## config.mk

```make
export PLATFORM = sky130hd
export DESIGN_NAME = bbox_display_ctrl
export DESIGN_NICKNAME = d
export VERILOG_FILES = /design/src/rtl/bbox_disp_pkg.sv /design/src/rtl/key_debounce.sv /design/src/rtl/bbox_display_ctrl.sv
export SDC_FILE = /design/constraint.sdc
export NUM_CORES = 1
export LEC_CHECK = 0
export CELL_PAD_IN_SITES_DETAIL_PLACEMENT = 2
export CELL_PAD_IN_SITES_GLOBAL_PLACEMENT = 2
export CORE_MARGIN = 2
export CORE_UTILIZATION = 30
export DETAILED_ROUTE_END_ITERATION = 8
export GPL_ROUTABILITY_DRIVEN = 0
export PLACE_DENSITY = 0.8
export SLEW_MARGIN = 10
export SYNTH_ARGS = -nofsm -noshare
export SYNTH_HDL_FRONTEND = slang
export SYNTH_HIERARCHICAL = 1
export SYNTH_SLANG_ARGS = --single-unit
```

## constraint.sdc

```tcl
create_clock -name clk -period 2.4 [get_ports clk]
set_input_delay 0.72 -clock clk [delete_from_list [all_inputs] [get_ports clk]]
set_output_delay 0.72 -clock clk [all_outputs]
set_load 0.03 [all_outputs]
```

## src/rtl/bbox_disp_pkg.sv

```systemverilog
// bbox_disp_pkg: shared types and constants for the bounding-box display
// scheduler (page/mode enums, coordinate layout, digit count).
package bbox_disp_pkg;

  typedef enum logic [1:0] {
    PAGE_TB = 2'd0,
    PAGE_LR = 2'd1,
    PAGE_WH = 2'd2
  } page_e;

  typedef enum logic {
    MODE_AUTO   = 1'b0,
    MODE_MANUAL = 1'b1
  } mode_e;

  localparam int COORD_W    = 13;
  localparam int FLAG_BIT   = 12;
  localparam int VAL_W      = FLAG_BIT;  // value field is [FLAG_BIT-1:0]
  localparam int NUM_DIGITS = 6;

endpackage

```

## src/rtl/key_debounce.sv

```systemverilog
// key_debounce: 2-flop synchronizer + stability counter for an active-low
// push button. Emits a single-cycle press pulse on an accepted high->low
// transition; releases produce no event.
//   clk, rstn : clock, async active-low reset
//   key_ni    : raw active-low key, asynchronous to clk
//   press_o   : one-cycle pulse per accepted press
module key_debounce #(
  parameter int DEBOUNCE_CYCLES = 250000
) (
  input  logic clk,
  input  logic rstn,
  input  logic key_ni,
  output logic press_o
);

  localparam int CW = $clog2(DEBOUNCE_CYCLES + 1);
  localparam logic [CW-1:0] LAST = CW'(DEBOUNCE_CYCLES - 1);

  logic          sync1, sync2;
  logic          stable;
  logic [CW-1:0] cnt;

  // The debounced level resets to "pressed" (0) while the synchronizer
  // resets to "released" (1). A key held through reset therefore matches
  // the debounced level and is ignored; a released key debounces to 1
  // silently. Only a fresh press after a seen release produces a pulse.
  always_ff @(posedge clk or negedge rstn) begin
    if (!rstn) begin
      sync1   <= 1'b1;
      sync2   <= 1'b1;
      stable  <= 1'b0;
      cnt     <= '0;
      press_o <= 1'b0;
    end else begin
      sync1   <= key_ni;
      sync2   <= sync1;
      press_o <= 1'b0;
      if (sync2 == stable) begin
        cnt <= '0;
      end else if (cnt == LAST) begin
        cnt     <= '0;
        stable  <= sync2;
        press_o <= ~sync2;
      end else begin
        cnt <= cnt + CW'(1);
      end
    end
  end

endmodule

```

## src/rtl/bbox_display_ctrl.sv

```systemverilog
// bbox_display_ctrl: frame-synchronous display scheduler for bounding-box
// coordinates. Snapshots top/bot/left/right on each vsync falling edge and
// pages them onto six hex digits (TB, LR and optionally WH). Pages rotate
// every DWELL_FRAMES frames in auto mode or step on a debounced key press;
// manual mode reverts to auto after MANUAL_TIMEOUT frames without a press.
// Optional feature macro: BBOX_WH_PAGE_EN (adds the width/height page).
//   clk, rstn                  : pixel clock, async active-low reset
//   vs_ni                      : active-low vertical sync
//   top_i/bot_i/left_i/right_i : {no-object flag, 12-bit value}
//   key_ni                     : raw active-low push button
//   hex_num_o                  : six nibbles, [3:0] = digit 0
//   page_o                     : 0 = TB, 1 = LR, 2 = WH
//   manual_o                   : high in manual mode
//   flag_o                     : snapshotted flags {top, bot}
module bbox_display_ctrl
  import bbox_disp_pkg::*;
#(
  parameter int DWELL_FRAMES    = 60,
  parameter int MANUAL_TIMEOUT  = 600,
  parameter int DEBOUNCE_CYCLES = 250000
) (
  input  logic                    clk,
  input  logic                    rstn,
  input  logic                    vs_ni,
  input  logic [COORD_W-1:0]      top_i,
  input  logic [COORD_W-1:0]      bot_i,
  input  logic [COORD_W-1:0]      left_i,
  input  logic [COORD_W-1:0]      right_i,
  input  logic                    key_ni,
  output logic [4*NUM_DIGITS-1:0] hex_num_o,
  output logic [1:0]              page_o,
  output logic                    manual_o,
  output logic [1:0]              flag_o
);

  localparam logic [7:0] DWELL_LIM = 8'(DWELL_FRAMES);
  localparam logic [9:0] TMO_LIM   = 10'(MANUAL_TIMEOUT);

  function automatic page_e next_page(input page_e p);
`ifdef BBOX_WH_PAGE_EN
    case (p)
      PAGE_TB: next_page = PAGE_LR;
      PAGE_LR: next_page = PAGE_WH;
      default: next_page = PAGE_TB;
    endcase
`else
    next_page = (p == PAGE_TB) ? PAGE_LR : PAGE_TB;
`endif
  endfunction

  // ---- frame tick: first registered-low sample after a high one ----
  logic vs_q, vs_d, tick;
  always_ff @(posedge clk or negedge rstn) begin
    if (!rstn) begin
      vs_q <= 1'b0;
      vs_d <= 1'b0;
    end else begin
      vs_q <= vs_ni;
      vs_d <= vs_q;
    end
  end
  assign tick = vs_d & ~vs_q;

  // ---- atomic snapshot ----
  logic [COORD_W-1:0] top_s, bot_s, left_s, right_s;
  always_ff @(posedge clk or negedge rstn) begin
    if (!rstn) begin
      top_s   <= '0;
      bot_s   <= '0;
      left_s  <= '0;
      right_s <= '0;
    end else if (tick) begin
      top_s   <= top_i;
      bot_s   <= bot_i;
      left_s  <= left_i;
      right_s <= right_i;
    end
  end

  // ---- key path ----
  logic key_press;
  key_debounce #(.DEBOUNCE_CYCLES(DEBOUNCE_CYCLES)) u_key (
    .clk     (clk),
    .rstn    (rstn),
    .key_ni  (key_ni),
    .press_o (key_press)
  );

  // ---- mode / page FSM ----
  mode_e      mode_q, mode_n;
  page_e      page_q, page_n;
  logic [7:0] dwell_q, dwell_n;
  logic [9:0] tmo_q, tmo_n;

  always_ff @(posedge clk or negedge rstn) begin
    if (!rstn) begin
      mode_q  <= MODE_AUTO;
      page_q  <= PAGE_TB;
      dwell_q <= '0;
      tmo_q   <= '0;
    end else begin
      mode_q  <= mode_n;
      page_q  <= page_n;
      dwell_q <= dwell_n;
      tmo_q   <= tmo_n;
    end
  end

  // A press takes priority over any same-cycle tick event, so the page
  // moves at most once per cycle and a press always lands in MANUAL.
  always_comb begin
    mode_n  = mode_q;
    page_n  = page_q;
    dwell_n = dwell_q;
    tmo_n   = tmo_q;
    if (key_press) begin
      page_n  = next_page(page_q);
      mode_n  = MODE_MANUAL;
      dwell_n = '0;
      tmo_n   = '0;
    end else if (tick) begin
      case (mode_q)
        MODE_AUTO: begin
          if (dwell_q + 8'd1 == DWELL_LIM) begin
            dwell_n = '0;
            page_n  = next_page(page_q);
          end else begin
            dwell_n = dwell_q + 8'd1;
          end
        end
        default: begin
          if (tmo_q + 10'd1 == TMO_LIM) begin
            mode_n  = MODE_AUTO;
            dwell_n = '0;
            tmo_n   = '0;
          end else begin
            tmo_n = tmo_q + 10'd1;
          end
        end
      endcase
    end
  end

  // ---- digit mux ----
`ifdef BBOX_WH_PAGE_EN
  logic [VAL_W-1:0] width, height;
  always_comb begin
    width  = right_s[VAL_W-1:0] - left_s[VAL_W-1:0];
    height = bot_s[VAL_W-1:0] - top_s[VAL_W-1:0];
    if (right_s[FLAG_BIT] | left_s[FLAG_BIT] |
        (right_s[VAL_W-1:0] < left_s[VAL_W-1:0]))
      width = '0;
    if (bot_s[FLAG_BIT] | top_s[FLAG_BIT] |
        (bot_s[VAL_W-1:0] < top_s[VAL_W-1:0]))
      height = '0;
  end
`else
  // left/right flags only feed the WH clamps
  logic unused_lr_flags;
  assign unused_lr_flags = left_s[FLAG_BIT] ^ right_s[FLAG_BIT];
`endif

  logic [4*NUM_DIGITS-1:0] hex_n;
  always_comb begin
    hex_n = {bot_s[VAL_W-1:0], top_s[VAL_W-1:0]};
    case (page_q)
      PAGE_LR: hex_n = {right_s[VAL_W-1:0], left_s[VAL_W-1:0]};
`ifdef BBOX_WH_PAGE_EN
      PAGE_WH: hex_n = {height, width};
`endif
      default: ;
    endcase
  end

  logic [4*NUM_DIGITS-1:0] hex_q;
  logic [1:0]              flag_q;
  always_ff @(posedge clk or negedge rstn) begin
    if (!rstn) begin
      hex_q  <= '0;
      flag_q <= '0;
    end else begin
      hex_q  <= hex_n;
      flag_q <= {top_s[FLAG_BIT], bot_s[FLAG_BIT]};
    end
  end

  assign hex_num_o = hex_q;
  assign flag_o    = flag_q;
  assign page_o    = page_q;
  assign manual_o  = (mode_q == MODE_MANUAL);

endmodule

```

# After elaboration in Yosys (flattened, before gate mapping)
# Cells that the tools add are included.
dict set report word_totals {
  reg_bits 121
  latch_bits 0
  mem_bits_rw 0
  romBits 0
  inputBits 56
  output_inout_bits 29
  wordCells 62
  memories 0
}
dict set report classes {
  addsub 3
  multipliers 0
  div 0
  order_cmp 0
  n_eq_ne 7
  shift 0
  mux 23
  bitwise_logic 4
  reduce_logical 8
}
# operator count
set ops {}
lappend ops {{$mux W10} 4}
lappend ops {{$mux W8} 5}
lappend ops {{$mux W18} 2}
lappend ops {{$mux W24} 1}
lappend ops {{$add A18 B1 Y18 const B} 1}
lappend ops {{$eq A18 B18 Y1 const B} 1}
lappend ops {{$add A10 B1 Y10 const B} 1}
lappend ops {{$eq A10 B10 Y1 const B} 1}
lappend ops {{$add A8 B1 Y8 const B} 1}
lappend ops {{$eq A8 B6 Y1 const B} 1}
lappend ops {{$mux W2} 4}
lappend ops {{$mux W1} 7}
lappend ops {{$reduce_and A2 Y1} 3}
lappend ops {{$reduce_bool A2 Y1} 3}
lappend ops {{$ne A3 B1 Y1 const B} 1}
lappend ops {{$not A1 Y1} 3}
lappend ops {{$reduce_and A3 Y1} 1}
lappend ops {{$eq A2 B1 Y1 const B} 1}
lappend ops {{$logic_not A2 Y1} 1}
lappend ops {{$ne A2 B1 Y1 const B} 1}
lappend ops {{$and A1 B1 Y1} 1}
lappend ops {{$eq A1 B1 Y1} 1}

# Logic depth before layout (Yosys ltp)
dict set report depth {
  depth_word 6
  ltp_mapped 8
  ltp_nobuf 7
}

# By module
# Netlist, hierarchy kept.
# module instances cells_per_inst area_per_inst_um2 seq_area_each_um2
set by_module_without_submodules {}
lappend by_module_without_submodules {bbox_display_ctrl 1 423 4166.5 2452.4}
lappend by_module_without_submodules {key_debounce 1 100 1058.5 553.0}

# Worst setup path after synthesis
# Ideal clock, no wire load.
dict set report synth_path {
  path_kind {reg2reg}
  startpoint {reg tmo_q[0]}
  endpoint {reg tmo_q[3]}
  setup_time_ns 0.126
  t_arrival_ns 1.960
  required_time_ns 2.274
  setup_slack_ns 0.314
  path_stages_with_launch 9
  path_buffers 1
  period_less_slack_ns 2.086
  cell_sequence {dfrtp_1 > ha_1 > inv_1 > or4_1 > o311ai_2 > and3_1 > buf_6 > nor2_2 > a221o_1}
}
dict set report synth_via {
  elab_chain_cells 6
}
# item line
set synth_lines {}
lappend synth_lines {{start, declared} bbox_display_ctrl.sv:93} ;# logic [9:0] tmo_q, tmo_n;
lappend synth_lines {{start signal, assigned} bbox_display_ctrl.sv:105} ;# tmo_q <= tmo_n;
lappend synth_lines {{$add A10 B1 Y10 *} {bbox_display_ctrl.sv:132, bbox_display_ctrl.sv:137}}
lappend synth_lines {{$eq A10 B10 Y1} bbox_display_ctrl.sv:132} ;# if (tmo_q + 10'd1 == TMO_LIM) begin
lappend synth_lines {{$mux W10 *} bbox_display_ctrl.sv:132}
lappend synth_lines {{$mux W10 *} bbox_display_ctrl.sv:122} ;# case (mode_q)
lappend synth_lines {{$mux W10 *} bbox_display_ctrl.sv:121} ;# end else if (tick) begin
lappend synth_lines {{$mux W10 *} bbox_display_ctrl.sv:116} ;# if (key_press) begin
# Mark *: on every way between the ends. The rest lies on a longest branch, timed or not. The select of a mux whose other input is x is not followed.
# A chain may end at the register's enable or synchronous reset.

# Final worst setup path
dict set report layout_path {
  startpoint {reg mode_q (netlist: manual_o)}
  endpoint {out manual_o}
}
# item line
set layout_rtl {}
lappend layout_rtl {{start, declared} bbox_display_ctrl.sv:90} ;# mode_e mode_q, mode_n;
lappend layout_rtl {{start signal, assigned} bbox_display_ctrl.sv:102} ;# mode_q <= mode_n;
lappend layout_rtl {{end, declared} bbox_display_ctrl.sv:32} ;# output logic manual_o,
# No word-level cell between the ends.

==> out/qor.yml <==
outcome:
  status: "complete, no violations"
cells_and_area:
  multi_input_area_um2: 2110
  fin_cells: 850
  drive_gt1_share_pct: 13.3
  finish.utilization_pct: 40.8
  num-nets-final: 673
  fill_cells: 1801
  regArea_um2: 3010
  final_area_um2: 7000
  syn2layout_area_growth_pct: 34.0
setup_path:
  crit_path_max_incr_delay_ns: 0.72
  crit_path_max_fanout: 6
  crit_path_start_kind: "flip-flop"
  r2r_cells: 7
  crit_required_ns: 1.68
  critPathCaptureType: "output pin"
  crit_chain: "clkdlybuf4s50_1"
  critPathBufInv: 1
  slowest_stage: "clkdlybuf4s50_1"
  cp.arrival_ns: 1.60
  cp_num_cells: 1
  cp_top_family: "buffers and inverters"
  crit_type: "reg -> out"
sta:
  slew_violations: 0
  setup_ws_ns: 0.0777
  setup_tns_ns: 0
  fin_crit_sh_pct: 96.8
  whs_ns: 0.192
  hold_viol: 0
  max_slew_margin_pct: 62.0
  finClkSkew_ns: 0.00862
  worstMarginPinSlew_ns: 0.569
  rsz0062_at_grt: "no"
  max_freq_mhz: 431
  period_needed_ns: 2.32
  finalSetupViolations: 0
drt:
  vias_per_cell: 4.97
  wl_per_cell_um: 18.4
  totalWireLength_um: 15700
  via_count: 4221
  drcViolationCount: 0
  first_iter_violations: 204
  ant_nets: 0
  first_pass_iters: 5
global_route:
  grt_overflow: 0
  grt_busiest_layer: "met2"
  use_met3_pct: 4.36
  grt_pass1_vias: 4866
  grtUsageTotal_pct: 18.0
  antenna_found_initial: 1
  grtUsageMet2_pct: 32.3
  grt_pass1_wl_um: 25500
  met1_usage_pct: 20.7
  grt_max_degree: 56
floorplanning:
  io-pin-count: 85
  die_h_um: 136
  std_cell_rows: 48
  dieArea_um2: 18500
  core_area_um2: 17200
  initial_core_util_pct: 30.4
  dieWidth_um: 136
synthesis:
  synthTopCellsByCount: "nand2_1, dfrtp_1, nor2_1, mux2_2, nand3_1"
  synthesis.nets: 583
  synth.top_cell.area_share_pct: 56.5
  yosys_warnings: 6
  seq_area_frac_synth_pct: 57.5
  synth.distinct_cells: 53
  synth.most_common_cell: "nand2_1"
  synth_edf_count: 0
  synthCells: 523
  yosys.area.top_type: "dfrtp_1"
  syn_area_per_cell_um2: 9.99
  synth-async-reset-ratio_pct: 100
  netlist_area_um2: 5230
  ys_top_cells_by_area: "dfrtp_1, nand2_1, mux2_2"
  synthFlopType: "dfrtp_1"
  ys_ff_latch: 120
placement:
  place_ws_ns: 0.0382
  post_dp_cell_area_um2: 6330
  place_inst: 819
  numPortBuffers: 81
  dp_hpwl_um: 10100
clock_network:
  cts-buffers-inserted: 17
  clkLatencyLatePin_ns: 0.42
  cts_tree: "done"
  cts_root_buffer: "clkbuf_16"
  cts_resized: 1
  htreeDepth: 4
  path_clk_slew_ns: 0.05
  cts_hold_buf: 0
  cts_buffer_depth: 2
  cts_sinks: 120
  cts_setup_buffers: 0
power_and_ir_drop:
  power_density_nw_per_um2: 861
  p_leak_nw: 3.15
  ir_drop_mv: 0.454
  power_mw: 6.03
worst_hold_path:
  min_path_type: "in -> async"
job:
  maxCapViolCount: 0
## registers in the layout, summed over array words and instances, names as in the netlist
| name | cells |
|---|---|
| u_key/press_o | 1 |
| u_key/sync2 | 1 |
| u_key/stable | 1 |
| vs_q | 1 |
| dwell_q | 8 |
| manual_o | 1 |
| page_o | 1 |
| tmo_q | 10 |
| hex_num_o | 24 |
| left_s | 12 |
| vs_d | 1 |
| u_key/cnt | 18 |
| top_s | 13 |
| flag_o | 2 |
| bot_s | 13 |
| right_s | 12 |
| u_key/sync1 | 1 |
## worst paths after layout
check / from / to / slack [ns]
min in group clk: u_key/sync1$_DFF_PN1_ / u_key/sync2$_DFF_PN1_ / 0.36
worst min-delay path: rstn / left_s[0]$_DFFE_PN0P_ / 0.19
max in group asynchronous: rstn / u_key/sync2$_DFF_PN1_ / 1.52
worst min register to register: u_key/sync1$_DFF_PN1_ / u_key/sync2$_DFF_PN1_ / 0.36
worst max register to register: tmo_q[1]$_DFFE_PN0P_ / tmo_q[3]$_DFFE_PN0P_ / 0.12
worst max-delay path: manual_o$_DFFE_PN0P_ / manual_o / 0.08
## layer usage
layer,vias to the layer above,part of all wire [%],wire length [um]
met1,2203,40,6310
li1,1930,-,-
met3,25,3.3,510
met2,63,55,8540
met5,-,0,0
met4,0,1.9,291
## placed cells by master, fill, tap and decap left out, types with 2 or more instances in the layout
master	instances
clkbuf_16	17
a221o_1	2
or4_1	4
a22o_1	2
and3_2	2
o21ai_0	8
o211ai_1	3
xor2_1	8
clkbuf_8	2
a21oi_1	5
inv_1	6
and3_1	3
dfstp_2	2
clkbuf_1	3
dfrtp_1	118
nand4_1	10
and2_1	2
or3_1	4
bufinv_16	6
clkdlybuf4s50_1	79
nor2_1	26
xnor2_1	14
nand3b_1	2
nand2b_1	3
nor3b_1	2
a211oi_1	4
mux2_2	24
ha_1	4
nor3_1	9
or4_4	2
nand3_1	15
buf_4	15
nand2_1	181
a21o_1	2
nand3_2	2
nor4_1	8
a31oi_1	2
## power breakdown
part | switching [mW] | leakage (nW) | internal, mW | total, mW
Sequential | 0.159 | 1.52 | 2.23 | 2.39
Combinational | 0.420 | 1.31 | 0.331 | 0.751
Clock | 0.898 | 0.320 | 1.99 | 2.89
## kinds of logic (layout without fill, tap and decap cells)
group,Yosys count,after routing,synth area share (%)
flip-flops,120,120,57.5
XOR/XNOR,22,22,3.69
AND/OR/NAND/NOR,284,284,24.3
buffers and inverters,30,131,2.51
other,1,2,0.0718
adder cells (fa/ha/maj),4,4,0.958
multiplexers,26,26,5.65
AO/OA/AOI/OAI,36,36,5.32
## final cells by class
cell class / instances / share of cell area [%]
Tap cell: 225 / 4.02
Inverter: 6 / 0.322
Multi-Input combinational cell: 373 / 30.1
Clock buffer: 22 / 6.63
Sequential cell: 120 / 42.9
Timing Repair Buffer: 95 / 13.2
Antenna cell: 1 / 0.0357
Clock inverter: 8 / 2.77
No activity file was read; power rests on OpenSTA's default activity.
